## src/rtl/gecko_reg_scoreboard_pkg.sv

```systemverilog
// gecko_reg_scoreboard_pkg: shared register-status type and encodings for the scoreboard.
package gecko_reg_scoreboard_pkg;
   localparam int COUNTER_WIDTH = 2;
   typedef logic [COUNTER_WIDTH-1:0] gecko_reg_status_t;
   localparam gecko_reg_status_t GECKO_REG_STATUS_VALID = '0;
   localparam gecko_reg_status_t GECKO_REG_STATUS_FULL = '1;
endpackage

```

## src/rtl/gecko_reg_scoreboard_if.sv

```systemverilog
// gecko_reg_scoreboard_if: decode query, issue and retire signals of the register scoreboard.
interface gecko_reg_scoreboard_if;
   import gecko_reg_scoreboard_pkg::*;
   logic [4:0] rs1_addr, rs2_addr, rd_addr;
   gecko_reg_status_t rs1_status, rs2_status, rd_status;
   logic issue_valid, issue_ready, issue_fwd;
   logic [4:0] issue_rd;
   logic retire0_valid, retire1_valid;
   logic [4:0] retire0_rd, retire1_rd;
   logic [4:0] exec_saved;
   logic error;
   modport master(
      output rs1_addr, rs2_addr, rd_addr, issue_valid, issue_rd, issue_fwd,
             retire0_valid, retire0_rd, retire1_valid, retire1_rd,
      input  rs1_status, rs2_status, rd_status, issue_ready, exec_saved, error
   );
   modport slave(
      input  rs1_addr, rs2_addr, rd_addr, issue_valid, issue_rd, issue_fwd,
             retire0_valid, retire0_rd, retire1_valid, retire1_rd,
      output rs1_status, rs2_status, rd_status, issue_ready, exec_saved, error
   );
endinterface

```

## src/rtl/gecko_reg_scoreboard_counter.sv

```systemverilog
// gecko_reg_scoreboard_counter: saturating up/2-down outstanding-write counter with underflow flag.
module gecko_reg_scoreboard_counter
   import gecko_reg_scoreboard_pkg::*;
(
   input  logic              clk,
   input  logic              rst,
   input  logic              inc_i,
   input  logic              dec0_i,
   input  logic              dec1_i,
   output gecko_reg_status_t count_o,
   output logic              underflow_o
);
   gecko_reg_status_t count_q, count_d;
   logic [COUNTER_WIDTH:0] up, down;
   always_comb begin
      up = {1'b0, count_q} + (COUNTER_WIDTH+1)'(inc_i);
      down = (COUNTER_WIDTH+1)'(dec0_i) + (COUNTER_WIDTH+1)'(dec1_i);
      underflow_o = down > up;
      count_d = underflow_o ? GECKO_REG_STATUS_VALID : COUNTER_WIDTH'(up - down);
   end
   always_ff @(posedge clk or posedge rst)
      if (rst) count_q <= GECKO_REG_STATUS_VALID;
      else count_q <= count_d;
   assign count_o = count_q;
endmodule

```

## src/rtl/gecko_reg_scoreboard.sv

```systemverilog
// gecko_reg_scoreboard: per-register outstanding-write tracking, issue gating and forward tracking.
module gecko_reg_scoreboard
   import gecko_reg_scoreboard_pkg::*;
(
   input logic clk,
   input logic rst,
   gecko_reg_scoreboard_if.slave sb
);
   gecko_reg_status_t cnt [32];
   logic [31:1] inc, dec0, dec1, uflow;
   logic issue_fire;
   logic [4:0] exec_q, exec_d;
   logic error_q, error_d;
   assign cnt[0] = GECKO_REG_STATUS_VALID;
   assign sb.issue_ready = (cnt[sb.issue_rd] != GECKO_REG_STATUS_FULL) || sb.issue_rd == 5'd0;
   assign issue_fire = sb.issue_valid && sb.issue_ready && sb.issue_rd != 5'd0;
   genvar r;
   generate
      for (r = 1; r < 32; r++) begin : g_reg
         assign inc[r] = issue_fire && sb.issue_rd == 5'(r);
         assign dec0[r] = sb.retire0_valid && sb.retire0_rd == 5'(r);
         assign dec1[r] = sb.retire1_valid && sb.retire1_rd == 5'(r);
         gecko_reg_scoreboard_counter u_cnt (
            .clk(clk), .rst(rst), .inc_i(inc[r]), .dec0_i(dec0[r]), .dec1_i(dec1[r]),
            .count_o(cnt[r]), .underflow_o(uflow[r])
         );
      end
   endgenerate
   assign sb.rs1_status = cnt[sb.rs1_addr];
   assign sb.rs2_status = cnt[sb.rs2_addr];
   assign sb.rd_status = cnt[sb.rd_addr];
   // a non-forwardable write to the saved register supersedes the forwarded value
   always_comb begin
      exec_d = !issue_fire ? exec_q : sb.issue_fwd ? sb.issue_rd : sb.issue_rd == exec_q ? 5'd0 : exec_q;
      error_d = error_q | (|uflow);
   end
   always_ff @(posedge clk or posedge rst)
      if (rst) begin
         exec_q <= 5'd0;
         error_q <= 1'b0;
      end else begin
         exec_q <= exec_d;
         error_q <= error_d;
      end
   assign sb.exec_saved = exec_q;
   assign sb.error = error_q;
endmodule

```

## src/flat_wrapper.sv

```systemverilog
// flat-port wrapper written by rule: the top's interface ports become plain ports
module gecko_reg_scoreboard_flat import gecko_reg_scoreboard_pkg::*;
  (clk, rst, sb_rs1_addr, sb_rs2_addr, sb_rd_addr, sb_issue_valid, sb_issue_rd, sb_issue_fwd, sb_retire0_valid, sb_retire0_rd, sb_retire1_valid, sb_retire1_rd, sb_rs1_status, sb_rs2_status, sb_rd_status, sb_issue_ready, sb_exec_saved, sb_error);
  gecko_reg_scoreboard_if sb_i ();
  input logic clk;
  input logic rst;
  input wire logic [$bits(sb_i.rs1_addr)-1:0] sb_rs1_addr;
  input wire logic [$bits(sb_i.rs2_addr)-1:0] sb_rs2_addr;
  input wire logic [$bits(sb_i.rd_addr)-1:0] sb_rd_addr;
  input wire logic [$bits(sb_i.issue_valid)-1:0] sb_issue_valid;
  input wire logic [$bits(sb_i.issue_rd)-1:0] sb_issue_rd;
  input wire logic [$bits(sb_i.issue_fwd)-1:0] sb_issue_fwd;
  input wire logic [$bits(sb_i.retire0_valid)-1:0] sb_retire0_valid;
  input wire logic [$bits(sb_i.retire0_rd)-1:0] sb_retire0_rd;
  input wire logic [$bits(sb_i.retire1_valid)-1:0] sb_retire1_valid;
  input wire logic [$bits(sb_i.retire1_rd)-1:0] sb_retire1_rd;
  output wire logic [$bits(sb_i.rs1_status)-1:0] sb_rs1_status;
  output wire logic [$bits(sb_i.rs2_status)-1:0] sb_rs2_status;
  output wire logic [$bits(sb_i.rd_status)-1:0] sb_rd_status;
  output wire logic [$bits(sb_i.issue_ready)-1:0] sb_issue_ready;
  output wire logic [$bits(sb_i.exec_saved)-1:0] sb_exec_saved;
  output wire logic [$bits(sb_i.error)-1:0] sb_error;
  assign sb_i.rs1_addr = sb_rs1_addr;
  assign sb_i.rs2_addr = sb_rs2_addr;
  assign sb_i.rd_addr = sb_rd_addr;
  assign sb_i.issue_valid = sb_issue_valid;
  assign sb_i.issue_rd = sb_issue_rd;
  assign sb_i.issue_fwd = sb_issue_fwd;
  assign sb_i.retire0_valid = sb_retire0_valid;
  assign sb_i.retire0_rd = sb_retire0_rd;
  assign sb_i.retire1_valid = sb_retire1_valid;
  assign sb_i.retire1_rd = sb_retire1_rd;
  assign sb_rs1_status = sb_i.rs1_status;
  assign sb_rs2_status = sb_i.rs2_status;
  assign sb_rd_status = sb_i.rd_status;
  assign sb_issue_ready = sb_i.issue_ready;
  assign sb_exec_saved = sb_i.exec_saved;
  assign sb_error = sb_i.error;
  gecko_reg_scoreboard u_core (.clk(clk), .rst(rst), .sb(sb_i));
endmodule
```

## config.mk

```make
export PLATFORM = sky130hd
export DESIGN_NAME = gecko_reg_scoreboard_flat
export DESIGN_NICKNAME = d
export VERILOG_FILES = /design/src/rtl/gecko_reg_scoreboard_pkg.sv /design/src/rtl/gecko_reg_scoreboard_if.sv /design/src/rtl/gecko_reg_scoreboard_counter.sv /design/src/rtl/gecko_reg_scoreboard.sv /design/src/flat_wrapper.sv
export SDC_FILE = /design/constraint.sdc
export NUM_CORES = 1
export LEC_CHECK = 0
export ABC_AREA = 0
export BUFFER_PORTS_ARGS = -buffer_cell sky130_fd_sc_hd__buf_4
export CORE_MARGIN = 2
export CORE_UTILIZATION = 60
export CTS_CLUSTER_DIAMETER = 40
export CTS_CLUSTER_SIZE = 20
export DETAILED_ROUTE_END_ITERATION = 12
export PLACE_DENSITY = 0.82
export SLEW_MARGIN = 20
export SYNTH_ARGS = -nofsm -noshare
export SYNTH_HDL_FRONTEND = slang
export SYNTH_SLANG_ARGS = --single-unit
```

## constraint.sdc

```tcl
create_clock -name clk -period 4.45 [get_ports clk]
set_clock_uncertainty 0.15 [all_clocks]
set_input_delay 0.2225 -clock clk [delete_from_list [all_inputs] [get_ports clk]]
set_output_delay 0.2225 -clock clk [all_outputs]
set_load 0.02 [all_outputs]
```

==> flow_metrics.env, run 1 <==
export IMPL_slew_violations=0
export IMPL_ys_types=50
export IMPL_area_growth_pct=11.2
export IMPL_grt_first_pass_wirelength_mm=39.7
export IMPL_num_vias=7629
export IMPL_synth_async_sr_flop_share_pct=100
export IMPL_hold_class="in -> reg"
export IMPL_start_util_pct=61.8
export IMPL_ys_flop_type="dfrtp_1"
export IMPL_num_antenna_cells=0
export IMPL_dpl_instance_area_um2=9270
export IMPL_top_layer_used="met4"
export IMPL_grt_pass1_vias=7344
export IMPL_timing_slew_headroom_pct=48.0
export IMPL_finalPower_uw=3050
export IMPL_p_leak_uw=0.00461
export IMPL_grt_ovfl_total=0
export IMPL_fmax_mhz=230
export IMPL_nNetsFinal=1212
export IMPL_yosys_warnings=0
export IMPL_layout_common_cells="ha_1, nor2_1, inv_1"
export IMPL_final_hold_violation_count=0
export IMPL_r2r_start="u_core.g_reg[31].u_cnt.count_o[1]"
export IMPL_worst_pin_slew_ns=0.776
export IMPL_cts_max_level=3
export IMPL_die_height_um=124
export IMPL_cts_tree="built"
export IMPL_ioPinCount=49
export IMPL_combinationalPowerShare_pct=46.2
export IMPL_critPathLaunch="u_core.g_reg[31].u_cnt.count_o[1]"
export IMPL_multi_input_comb_area_um2=6330
export IMPL_syn_area_um2=8640
export IMPL_clk_latency_ns=0.35
export IMPL_hold_start="sb_issue_fwd"
export IMPL_wl_mm=26.1
export IMPL_cts_num_sinks=68
export IMPL_final_core_util_pct=68.7
export IMPL_wl_met1_mm=10.0
export IMPL_place_detailed_hpwl_mm=20.6
export IMPL_syn_avg_cell_area_um2=9.25
export IMPL_ys_ff_latch=68
export IMPL_setup_violations=0
export IMPL_tns_ns=0
export IMPL_numCtsBuffers=9
export IMPL_clockRootBuffer="clkbuf_16"
export IMPL_io_buffers=48
export IMPL_setup_worst_path_end_class="flip-flop"
export IMPL_die_w_um=124
export IMPL_path_max_fanout=16
export IMPL_drv_cap=0
export IMPL_p_seq_share_pct=30.8
export IMPL_fin_crit_sh_pct=97.7
export IMPL_coreArea_um2=14000
export IMPL_clk_pin_slew_ns=0.06
export IMPL_netSwitchingPower_uw=1250
export IMPL_antenna_found_initial=0
export IMPL_dr_wl_met2_mm=11.4
export IMPL_start_kind="flip-flop"
export IMPL_rsz0062_at_grt="false"
export IMPL_design_area_um2=9620
export IMPL_grt_usage_pct=35.5
export IMPL_routedWlPerCell_um=22.2
export IMPL_setup_ws_ns=0.100
export IMPL_worst_ep_arrival_time_ns=4.42
export IMPL_die_area_um2=15400
export IMPL_synth_seq_area_share_pct=19.7
export IMPL_rows=43
export IMPL_pre_cts_ws_ns=-0.165
export IMPL_final_common_cell="ha_1"
export IMPL_drc=0
export IMPL_switching_share_pct=41.1
export IMPL_cts_setup_buffers=0
export IMPL_ir_worst_vdd_uv=242
export IMPL_synth_edf_count=0
export IMPL_p_int_uw=1790
export IMPL_clk_path_buf_depth=2
export IMPL_drt_initial_drc_count=865
export IMPL_syn_inst=935
export IMPL_p_clk_share_pct=23.0
export IMPL_viasPerCell=6.49
export IMPL_finalCriticalPeriod_ns=4.35
export IMPL_drt_antenna_violating_nets=0
export IMPL_gp_congestion=0.993
export IMPL_fillers=1058
export IMPL_power_density_nw_per_um2=317
export IMPL_firstDrtPassIters=8
export IMPL_syn_nets=1157
export IMPL_seqCellArea_um2=1700
export IMPL_critical_path_class="reg -> reg"
export IMPL_outcome="completed"
export IMPL_routed_wl_met3_mm=3.36
export IMPL_drive_gt1_share_pct=18.4
export IMPL_grt_start_max_net_pins=54
export IMPL_crit_required_ns=4.52
-- worst paths after layout --
| kind | end | slack [ns] | depth (start not counted) |
|---|---|---|---|
| worst max-delay path | u_core.sb.error | 0.10 | 15 |
| max in group asynchronous | u_core.g_reg[19].u_cnt.count_o[1] | 2.83 | 4 |
| worst min-delay path | u_core.sb.exec_saved[4] | 0.02 | 3 |
| min in group asynchronous | u_core.sb.exec_saved[2] | 0.27 | 3 |
| worst min register to register | u_core.sb.exec_saved[3] | 0.40 | 1 |
| worst max register to register | u_core.sb.error | 0.10 | 15 |
-- metal layers --
layer / GRT usage (%) / up-vias
met5: 0 / -
met3: 10.4 / 100
li1: - / 3399
met2: 53.3 / 496
met1: 46.9 / 3634
met4: 17.4 / 0
-- power groups by stage --
stage | clock (µW) | sequential [µW] | combinational [µW]
after global placement | 0 | 912 | 1310
after global routing | 722 | 936 | 1530
after floorplan | 0 | 850 | 971
final | 701 | 937 | 1410
after CTS | 700 | 914 | 1370
after detailed placement | 0 | 924 | 1350
-- metrics by stage --
step,hold WS (ns),std cells
after floorplan,0.213,935
after global placement,0.0642,1157
after detailed placement,0.0725,1157
after CTS,0.0135,1174
after global routing,0.0392,1175
final,0.0211,1175
-- critical path, cell delays in order, from the launching register on --
cell	delay, ns
dfrtp_1	0.46
mux4_2	0.50
a22oi_1	0.24
a2bb2oi_2	0.12
nand2b_4	0.27
nor4_2	0.44
buf_4	0.19
ha_1	0.14
ha_1	0.22
inv_1	0.06
ha_1	0.24
a21oi_1	0.13
nor2_1	0.07
a22oi_1	0.32
nand4_1	0.18
or4_1	0.49
-- Yosys cell counts (all sizes together), types with 3 or more instances --
master  instances  area [µm²]
a22o            9        78.8
mux4           61        1370
ha            186        2330
or2             5        31.3
nand2b         13        88.8
inv           130         488
a22oi          10        75.1
a31oi           4        25.0
xor2           32         280
nand3          20         100
a21oi          47         235
dfrtp          68        1700
mux2           17         191
nor2b          12        75.1
clkbuf         16        60.1
a211oi         15         113
nor4           10        62.6
a221oi          3        32.5
nand2          47         176
buf            19         116
nor3           28         140
nor2          145         544
nand4           3        18.8
mux2i          10         100
-- repair_timing --
action | CTS | global route
hold buffers | 1 | 0
endpoints found under the hold margin | 15 | 0
resized for setup | 0 | 7
setup endpoints to repair | 0 | 1
-- cells by family after synthesis --
family | after synthesis | share of synthesized area (%)
AND/OR/NAND/NOR | 290 | 15.1
multiplexers | 88 | 19.3
XOR/XNOR | 34 | 3.44
AO/OA/AOI/OAI | 104 | 7.95
flip-flops | 68 | 19.7
adder cells (fa/ha/maj) | 186 | 26.9
buffers and inverters | 165 | 7.69
-- sequential cells by signal, summed over array words and instances, names as in the netlist --
name / count
u_core.g.u_cnt.count_o: 62
u_core.sb.error: 1
u_core.sb.exec_saved: 5
-- final cells by class --
type,count,share of cell area [%]
repair buffers,78,6.12
flip-flops and latches,68,17.7
well taps,180,2.34
multi-input cells,703,65.8
clock inverters,1,0.0520
inverters,130,5.07
clock buffers,15,2.89
(Power assumes the default switching activity.)
==> run 2, diff against run 1 <==
--- a/config.mk
+++ b/config.mk
@@ -8,11 +8,11 @@
 export ABC_AREA = 0
 export BUFFER_PORTS_ARGS = -buffer_cell sky130_fd_sc_hd__buf_4
 export CORE_MARGIN = 2
-export CORE_UTILIZATION = 60
+export CORE_UTILIZATION = 23
 export CTS_CLUSTER_DIAMETER = 40
 export CTS_CLUSTER_SIZE = 20
 export DETAILED_ROUTE_END_ITERATION = 12
-export PLACE_DENSITY = 0.82
+export PLACE_DENSITY = 0.4
 export SLEW_MARGIN = 20
 export SYNTH_ARGS = -nofsm -noshare
 export SYNTH_HDL_FRONTEND = slang
==> run 2 against run 1 <==
  * Utilization shrank 40 points
  * Total power is 16% higher
  * Sequential share of layout area decreased by 1.9 points
  * Die area grew to 2.5 times the previous value
  * Flip-flop and latch count is the same
  * Hold slack better by 0.032 ns
  * Register-to-register slack improved by 0.06 ns
  * Largest power group unchanged
==> flow_metrics.env, run 2 (synthesized netlist as in run 1, its figures left out) <==
export IMPL_multi_input_comb_area_um2=6450
export IMPL_coreArea_um2=37300
export IMPL_ff2ff_path_depth=15
export IMPL_fmax_mhz=233
export IMPL_dpl_instance_area_um2=10300
export IMPL_drv_cap=0
export IMPL_clk_path_buf_depth=2
export IMPL_final_core_util_pct=29.0
export IMPL_io_buffers=48
export IMPL_rows=71
export IMPL_path_delay_family="simple AND/OR/NAND/NOR gates"
export IMPL_r2r_start="u_core.g_reg[12].u_cnt.count_o[1]"
export IMPL_grt_first_pass_wirelength_mm=49.9
export IMPL_holdPathStages=2
export IMPL_numCtsBuffers=9
export IMPL_num_vias=7617
export IMPL_grt_usage_pct=17.8
export IMPL_drt_initial_drc_count=489
export IMPL_start_kind="flip-flop"
export IMPL_cts_max_level=3
export IMPL_p_leak_uw=0.00508
export IMPL_slew_violations=0
export IMPL_cp_depth=15
export IMPL_layout_common_cells="ha_1, buf_4, nor2_1"
export IMPL_area_growth_pct=25.2
export IMPL_setup_worst_path_end_class="flip-flop"
export IMPL_path_max_fanout=8
export IMPL_final_hold_violation_count=0
export IMPL_endpoint="u_core.sb.error"
export IMPL_hold_slack_ns=0.0533
export IMPL_cts_tree="built"
export IMPL_die_height_um=198
export IMPL_grt_pass1_vias=7593
export IMPL_drt_antenna_violating_nets=0
export IMPL_stdcell_count=1555
export IMPL_cp_common_cell="ha_1"
export IMPL_gp_congestion=0.896
export IMPL_r2r_slack_ns=0.16
export IMPL_fillers=3923
export IMPL_drive_gt1_share_pct=27.1
export IMPL_largest_reg_flops=62
export IMPL_drc=0
export IMPL_timing_slew_headroom_pct=36.6
export IMPL_place_inst=1536
export IMPL_crit_chain="mux4_2, nand2b_1, a22oi_2, nor3_4, buf_4, buf_4, nor4_1, ha_1, ha_1, inv_1, ha_1, a21oi_2, a211oi_1, a2111o_1, or4_1"
export IMPL_firstDrtPassIters=5
export IMPL_place_detailed_hpwl_mm=28.0
export IMPL_design_area_um2=10800
export IMPL_outcome="completed"
export IMPL_worst_ep_arrival_time_ns=4.37
export IMPL_grt_ovfl_total=0
export IMPL_cts_num_sinks=68
export IMPL_path_buf_inv=3
export IMPL_ioPinCount=49
export IMPL_critical_path_class="reg -> reg"
export IMPL_clk_pin_slew_ns=0.07
export IMPL_nNetsFinal=1298
export IMPL_num_antenna_cells=0
export IMPL_wl_mm=34.0
export IMPL_grt_start_max_net_pins=43
export IMPL_crit_required_ns=4.53
export IMPL_clk_latency_ns=0.36
export IMPL_viasPerCell=4.90
export IMPL_seqCellArea_um2=1710
export IMPL_hold_class="in -> reg"
export IMPL_routedWlPerCell_um=21.8
export IMPL_ir_worst_vdd_uv=179
export IMPL_final_common_cell="ha_1"
export IMPL_cpPeakStageDelay_ns=0.52
export IMPL_power_density_nw_per_um2=326
export IMPL_worstReg2RegEnd="u_core.sb.error"
export IMPL_critPathLaunch="u_core.g_reg[12].u_cnt.count_o[1]"
export IMPL_die_w_um=198
export IMPL_setup_violations=0
export IMPL_worst_pin_slew_ns=0.952
export IMPL_fin_crit_sh_pct=96.4
export IMPL_die_area_um2=39200
export IMPL_clockRootBuffer="clkbuf_16"
export IMPL_start_util_pct=23.2
export IMPL_antenna_found_initial=0
export IMPL_cp_slowest_cell="mux4_2"
export IMPL_finalCriticalPeriod_ns=4.29
==> run 2: worst reg2reg max path, stage by stage, from the launching register on <==
cell,delay (ns)
dfrtp_1,0.44
mux4_2,0.52
nand2b_1,0.18
a22oi_2,0.23
nor3_4,0.13
buf_4,0.19
buf_4,0.14
nor4_1,0.24
ha_1,0.20
ha_1,0.22
inv_1,0.06
ha_1,0.26
a21oi_2,0.16
a211oi_1,0.08
a2111o_1,0.45
or4_1,0.51
==> run 2: repair_timing <==
| action | CTS | global route |
|---|---|---|
| setup buffers | 0 | 0 |
| resized for setup | 2 | 31 |
| endpoints found under the setup margin | 1 | 1 |
| gates cloned | 0 | 1 |
| hold buffers | 2 | 0 |
| pin swaps | 0 | 2 |
| endpoints found under the hold margin | 42 | 0 |
==> run 2: worst min path at each step <==
stage                     slack [ns]      startpoint                                end
after floorplan                 0.21    sb_issue_fwd            u_core.sb.exec_saved[4]
after global placement          0.32             rst  u_core.g_reg[18].u_cnt.count_o[1]
after detailed placement        0.32             rst  u_core.g_reg[18].u_cnt.count_o[0]
after CTS                       0.05  sb_issue_rd[2]            u_core.sb.exec_saved[2]
after global routing            0.09  sb_issue_rd[2]            u_core.sb.exec_saved[2]
final                           0.05  sb_issue_rd[2]            u_core.sb.exec_saved[2]
==> run 2: final cells by class <==
type | count | area share (%)
Multi-Input combinational cell | 703 | 59.6
Sequential cell | 68 | 15.8
Inverter | 130 | 4.52
Timing Repair Buffer | 164 | 11.5
Clock inverter | 7 | 1.06
Clock buffer | 9 | 2.08
Tap cell | 474 | 5.48
==> run 2: power breakdown <==
group	internal [µW]	switching, µW
Sequential	734	150
Clock	547	339
Combinational	819	946
Total	2100	1430
==> run 2: layer usage <==
metal  GRT usage [%]  part of all wire, %  vias up
met5               0                    0        -
li1                -                    -     3573
met3            4.38                  6.7       43
met4            4.76                  2.3        0
met2            27.4                   44      246
met1            24.8                   47     3755
==> run 2: metrics by stage <==
| stage | total power (µW) | setup WS, ns | TNS (ns) |
|---|---|---|---|
| finish | 3530 | 0.161 | 0 |
| CTS | 3490 | 0.0412 | 0 |
| floorplan | 1820 | 0.465 | 0 |
| global placement | 2600 | -0.149 | -0.149 |
| global route | 3740 | -0.00294 | -0.00294 |
| detailed placement | 2590 | -0.193 | -0.193 |
==> run 3, diff against run 2 <==
--- a/config.mk
+++ b/config.mk
@@ -5,14 +5,16 @@
 export SDC_FILE = /design/constraint.sdc
 export NUM_CORES = 1
 export LEC_CHECK = 0
-export ABC_AREA = 0
+export ABC_AREA = 1
 export BUFFER_PORTS_ARGS = -buffer_cell sky130_fd_sc_hd__buf_4
+export CAP_MARGIN = 20
 export CORE_MARGIN = 2
 export CORE_UTILIZATION = 23
 export CTS_CLUSTER_DIAMETER = 40
 export CTS_CLUSTER_SIZE = 20
 export DETAILED_ROUTE_END_ITERATION = 12
 export PLACE_DENSITY = 0.4
+export REMOVE_ABC_BUFFERS = 1
 export SLEW_MARGIN = 20
 export SYNTH_ARGS = -nofsm -noshare
 export SYNTH_HDL_FRONTEND = slang
==> run 3 against run 2 <==
  * Clock-buffer cell count increased by 4
  * Synthesized area increased by 6.3%
  * Global-route usage increased by 0.82 points
  * Critical path depth rose by 10
  * Wire length rose by 12%
  * Worst setup slack better by 0.49 ns
  * First-iteration DRC count rose by 63%
  * Sequential power rose by 25%
  * Register-to-register slack better by 0.49 ns
  * Via count increased by 19%
==> flow_metrics.env, run 3 <==
export IMPL_finalCriticalPeriod_ns=3.80
export IMPL_ys_flop_type="dfrtp_1"
export IMPL_grt_first_pass_wirelength_mm=57.5
export IMPL_num_antenna_cells=0
export IMPL_routedWlPerCell_um=19.2
export IMPL_place_inst=1968
export IMPL_firstDrtPassIters=5
export IMPL_ys_types=38
export IMPL_r2r_slack_ns=0.65
export IMPL_rsz0062_at_grt="false"
export IMPL_grt_pass1_vias=8824
export IMPL_coreArea_um2=39500
export IMPL_slew_violations=0
export IMPL_timing_slew_headroom_pct=34.6
export IMPL_synth_async_sr_flop_share_pct=100
export IMPL_numCtsBuffers=9
export IMPL_cts_resized=0
export IMPL_yosys_area_top_type_share_pct=25.3
export IMPL_drt_antenna_violating_nets=0
export IMPL_setup_worst_path_end_class="flip-flop"
export IMPL_endpoint="u_core.sb.error"
export IMPL_die_area_um2=41600
export IMPL_start_util_pct=23.2
export IMPL_wl_mm=38.0
export IMPL_yosysTopAreaCell="ha_1"
export IMPL_stdcell_count=1985
export IMPL_drv_cap=0
export IMPL_syn_inst=1398
export IMPL_place_detailed_hpwl_mm=30.9
export IMPL_drive_gt1_share_pct=9.66
export IMPL_ff2ff_path_depth=25
export IMPL_grt_use_met1_pct=27.6
export IMPL_path_max_fanout=15
export IMPL_layout_common_cells="nand2_1, inv_1, nor2_1"
export IMPL_outcome="completed"
export IMPL_io_buffers=48
export IMPL_worst_pin_slew_ns=0.977
export IMPL_num_vias=9097
export IMPL_gp_congestion=0.925
export IMPL_area_growth_pct=15.4
export IMPL_synth_top_cells_by_count="nand2_1, inv_1, nor2_1"
export IMPL_fin_crit_sh_pct=85.4
export IMPL_syn_area_um2=9190
export IMPL_setup_violations=0
export IMPL_fmax_mhz=263
export IMPL_critPathLaunch="u_core.g_reg[28].u_cnt.count_o[0]"
export IMPL_fillers=4420
export IMPL_ir_worst_vdd_uv=171
export IMPL_final_hold_violation_count=0
export IMPL_start_kind="flip-flop"
export IMPL_drc=0
export IMPL_grt_ovfl_total=0
export IMPL_clk_pin_slew_ns=0.07
export IMPL_nNetsFinal=1677
export IMPL_power_density_nw_per_um2=369
export IMPL_viasPerCell=4.58
export IMPL_grt_most_used_layer="met2"
export IMPL_rows=73
export IMPL_worstReg2RegEnd="u_core.sb.error"
export IMPL_hold_class="in -> reg"
export IMPL_synth_top_cells_by_area="ha_1, dfrtp_1, nand2_1"
export IMPL_die_w_um=204
export IMPL_drt_initial_drc_count=798
export IMPL_p_leak_uw=0.00565
export IMPL_tns_ns=0
export IMPL_cts_num_sinks=68
export IMPL_syn_avg_cell_area_um2=6.57
export IMPL_clk_latency_ns=0.36
export IMPL_grt_usage_pct=18.6
export IMPL_synth_most_common_cell="nand2_1"
export IMPL_cts_tree="built"
export IMPL_cts_setup_buffers=0
export IMPL_largest_reg_flops=62
export IMPL_yosys_warnings=0
export IMPL_use_met2_pct=28.4
export IMPL_crit_required_ns=4.61
export IMPL_cts_max_level=3
export IMPL_critical_path_class="reg -> reg"
export IMPL_ioPinCount=49
export IMPL_use_met3_pct=2.58
export IMPL_clk_path_buf_depth=2
export IMPL_synth_seq_area_share_pct=18.5
export IMPL_die_height_um=204
export IMPL_ys_ff_latch=68
export IMPL_final_common_cell="nand2_1"
export IMPL_worst_ep_arrival_time_ns=3.96
export IMPL_grt_start_max_net_pins=52
export IMPL_synth_edf_count=0
export IMPL_r2r_start="u_core.g_reg[28].u_cnt.count_o[0]"
export IMPL_antenna_found_initial=0
export IMPL_clockRootBuffer="clkbuf_16"
## run 3: cell count changes in the layout (fill, tap and decap cells not counted), moves of 26 or more
| cell | change |
|---|---|
| mux4_2 | -61 |
| inv_1 | +109 |
| buf_4 | -74 |
| nor2_1 | +45 |
| nand3_1 | +26 |
| a21oi_1 | +36 |
| nand2_1 | +265 |
| o21ai_0 | +65 |
## run 3: worst max-delay path, stage by stage (launching register included)
cell      delay, ns
dfrtp_1        0.39
inv_1          0.08
o21ai_0        0.28
nand2_1        0.09
nand2_1        0.08
nand2_1        0.05
nand2_1        0.09
inv_1          0.04
nand2_1        0.05
nand3_1        0.11
nand2_2        0.10
nor2_4         0.05
nand2_4        0.23
nor2_1         0.14
ha_1           0.20
ha_1           0.27
inv_1          0.04
ha_1           0.32
inv_1          0.05
nor2_1         0.09
nor2_1         0.04
a211oi_1       0.43
nor3_1         0.08
nand4_1        0.14
nor2_1         0.08
nand2_1        0.05
## run 3: repair_timing
action                                  4_1_cts  5_1_grt
endpoints found under the setup margin        0        0
endpoints found under the hold margin        17        0
hold buffers                                  1        0
## run 3: area by class of cell
type,instances,area (µm²),area share [%]
multi-input cells,1044,6360,59.9
flip-flops and latches,68,1700,16.0
inverters,244,918,8.66
repair buffers,88,663,6.25
well taps,525,657,6.19
clock buffers,13,270,2.55
clock inverters,3,43.8,0.413
## run 3: through the flow
stage	total power, µW	instance area, µm²	setup slack, ns	hold slack [ns]	utilization, %
after floorplan	2260	8980	1.43	0.224	-
after global placement	3120	10300	0.456	0.152	26.0
after detailed placement	3110	10300	0.466	0.153	26.0
after CTS	3940	10600	0.629	0.00454	26.8
after global routing	4260	10600	0.250	0.0287	26.8
final	3920	10600	0.649	0.0167	26.8
## run 3: power by group
group / internal, µW / leakage [µW] / total, µW / switching (µW)
Clock: 481 / 0.000156 / 806 / 324
Combinational: 796 / 0.00459 / 2010 / 1210
Sequential: 783 / 0.000912 / 1100 / 321
Total: 2060 / 0.00565 / 3920 / 1860
## run 3: per-layer routing
metal | wire [µm] | vias up | part of all wire (%)
met3 | 2280 | 34 | 6.0
li1 | - | 4554 | -
met1 | 19100 | 4222 | 50
met4 | 440 | 0 | 1.2
met5 | 0 | - | 0
met2 | 16200 | 287 | 43
## run 3: worst min-delay path by stage
stage / startpoint / to / depth (start not counted)
2_1_floorplan: sb_issue_fwd / u_core.sb.exec_saved[0] / 2
3_3_place_gp: rst / u_core.g_reg[11].u_cnt.count_o[1] / 2
3_5_place_dp: rst / u_core.g_reg[11].u_cnt.count_o[1] / 2
4_1_cts: sb_issue_fwd / u_core.sb.exec_saved[0] / 3
5_1_grt: sb_issue_fwd / u_core.sb.exec_saved[4] / 3
6_report: sb_issue_fwd / u_core.sb.exec_saved[0] / 3
## run 3: cells by family after synthesis
logic type	after synthesis	share of synthesized area, %
fa+ha+maj	186	25.3
simple gates	618	27.9
xor+xnor	36	3.43
compound gates	204	12.5
flops	68	18.5
buf+inv	286	12.3
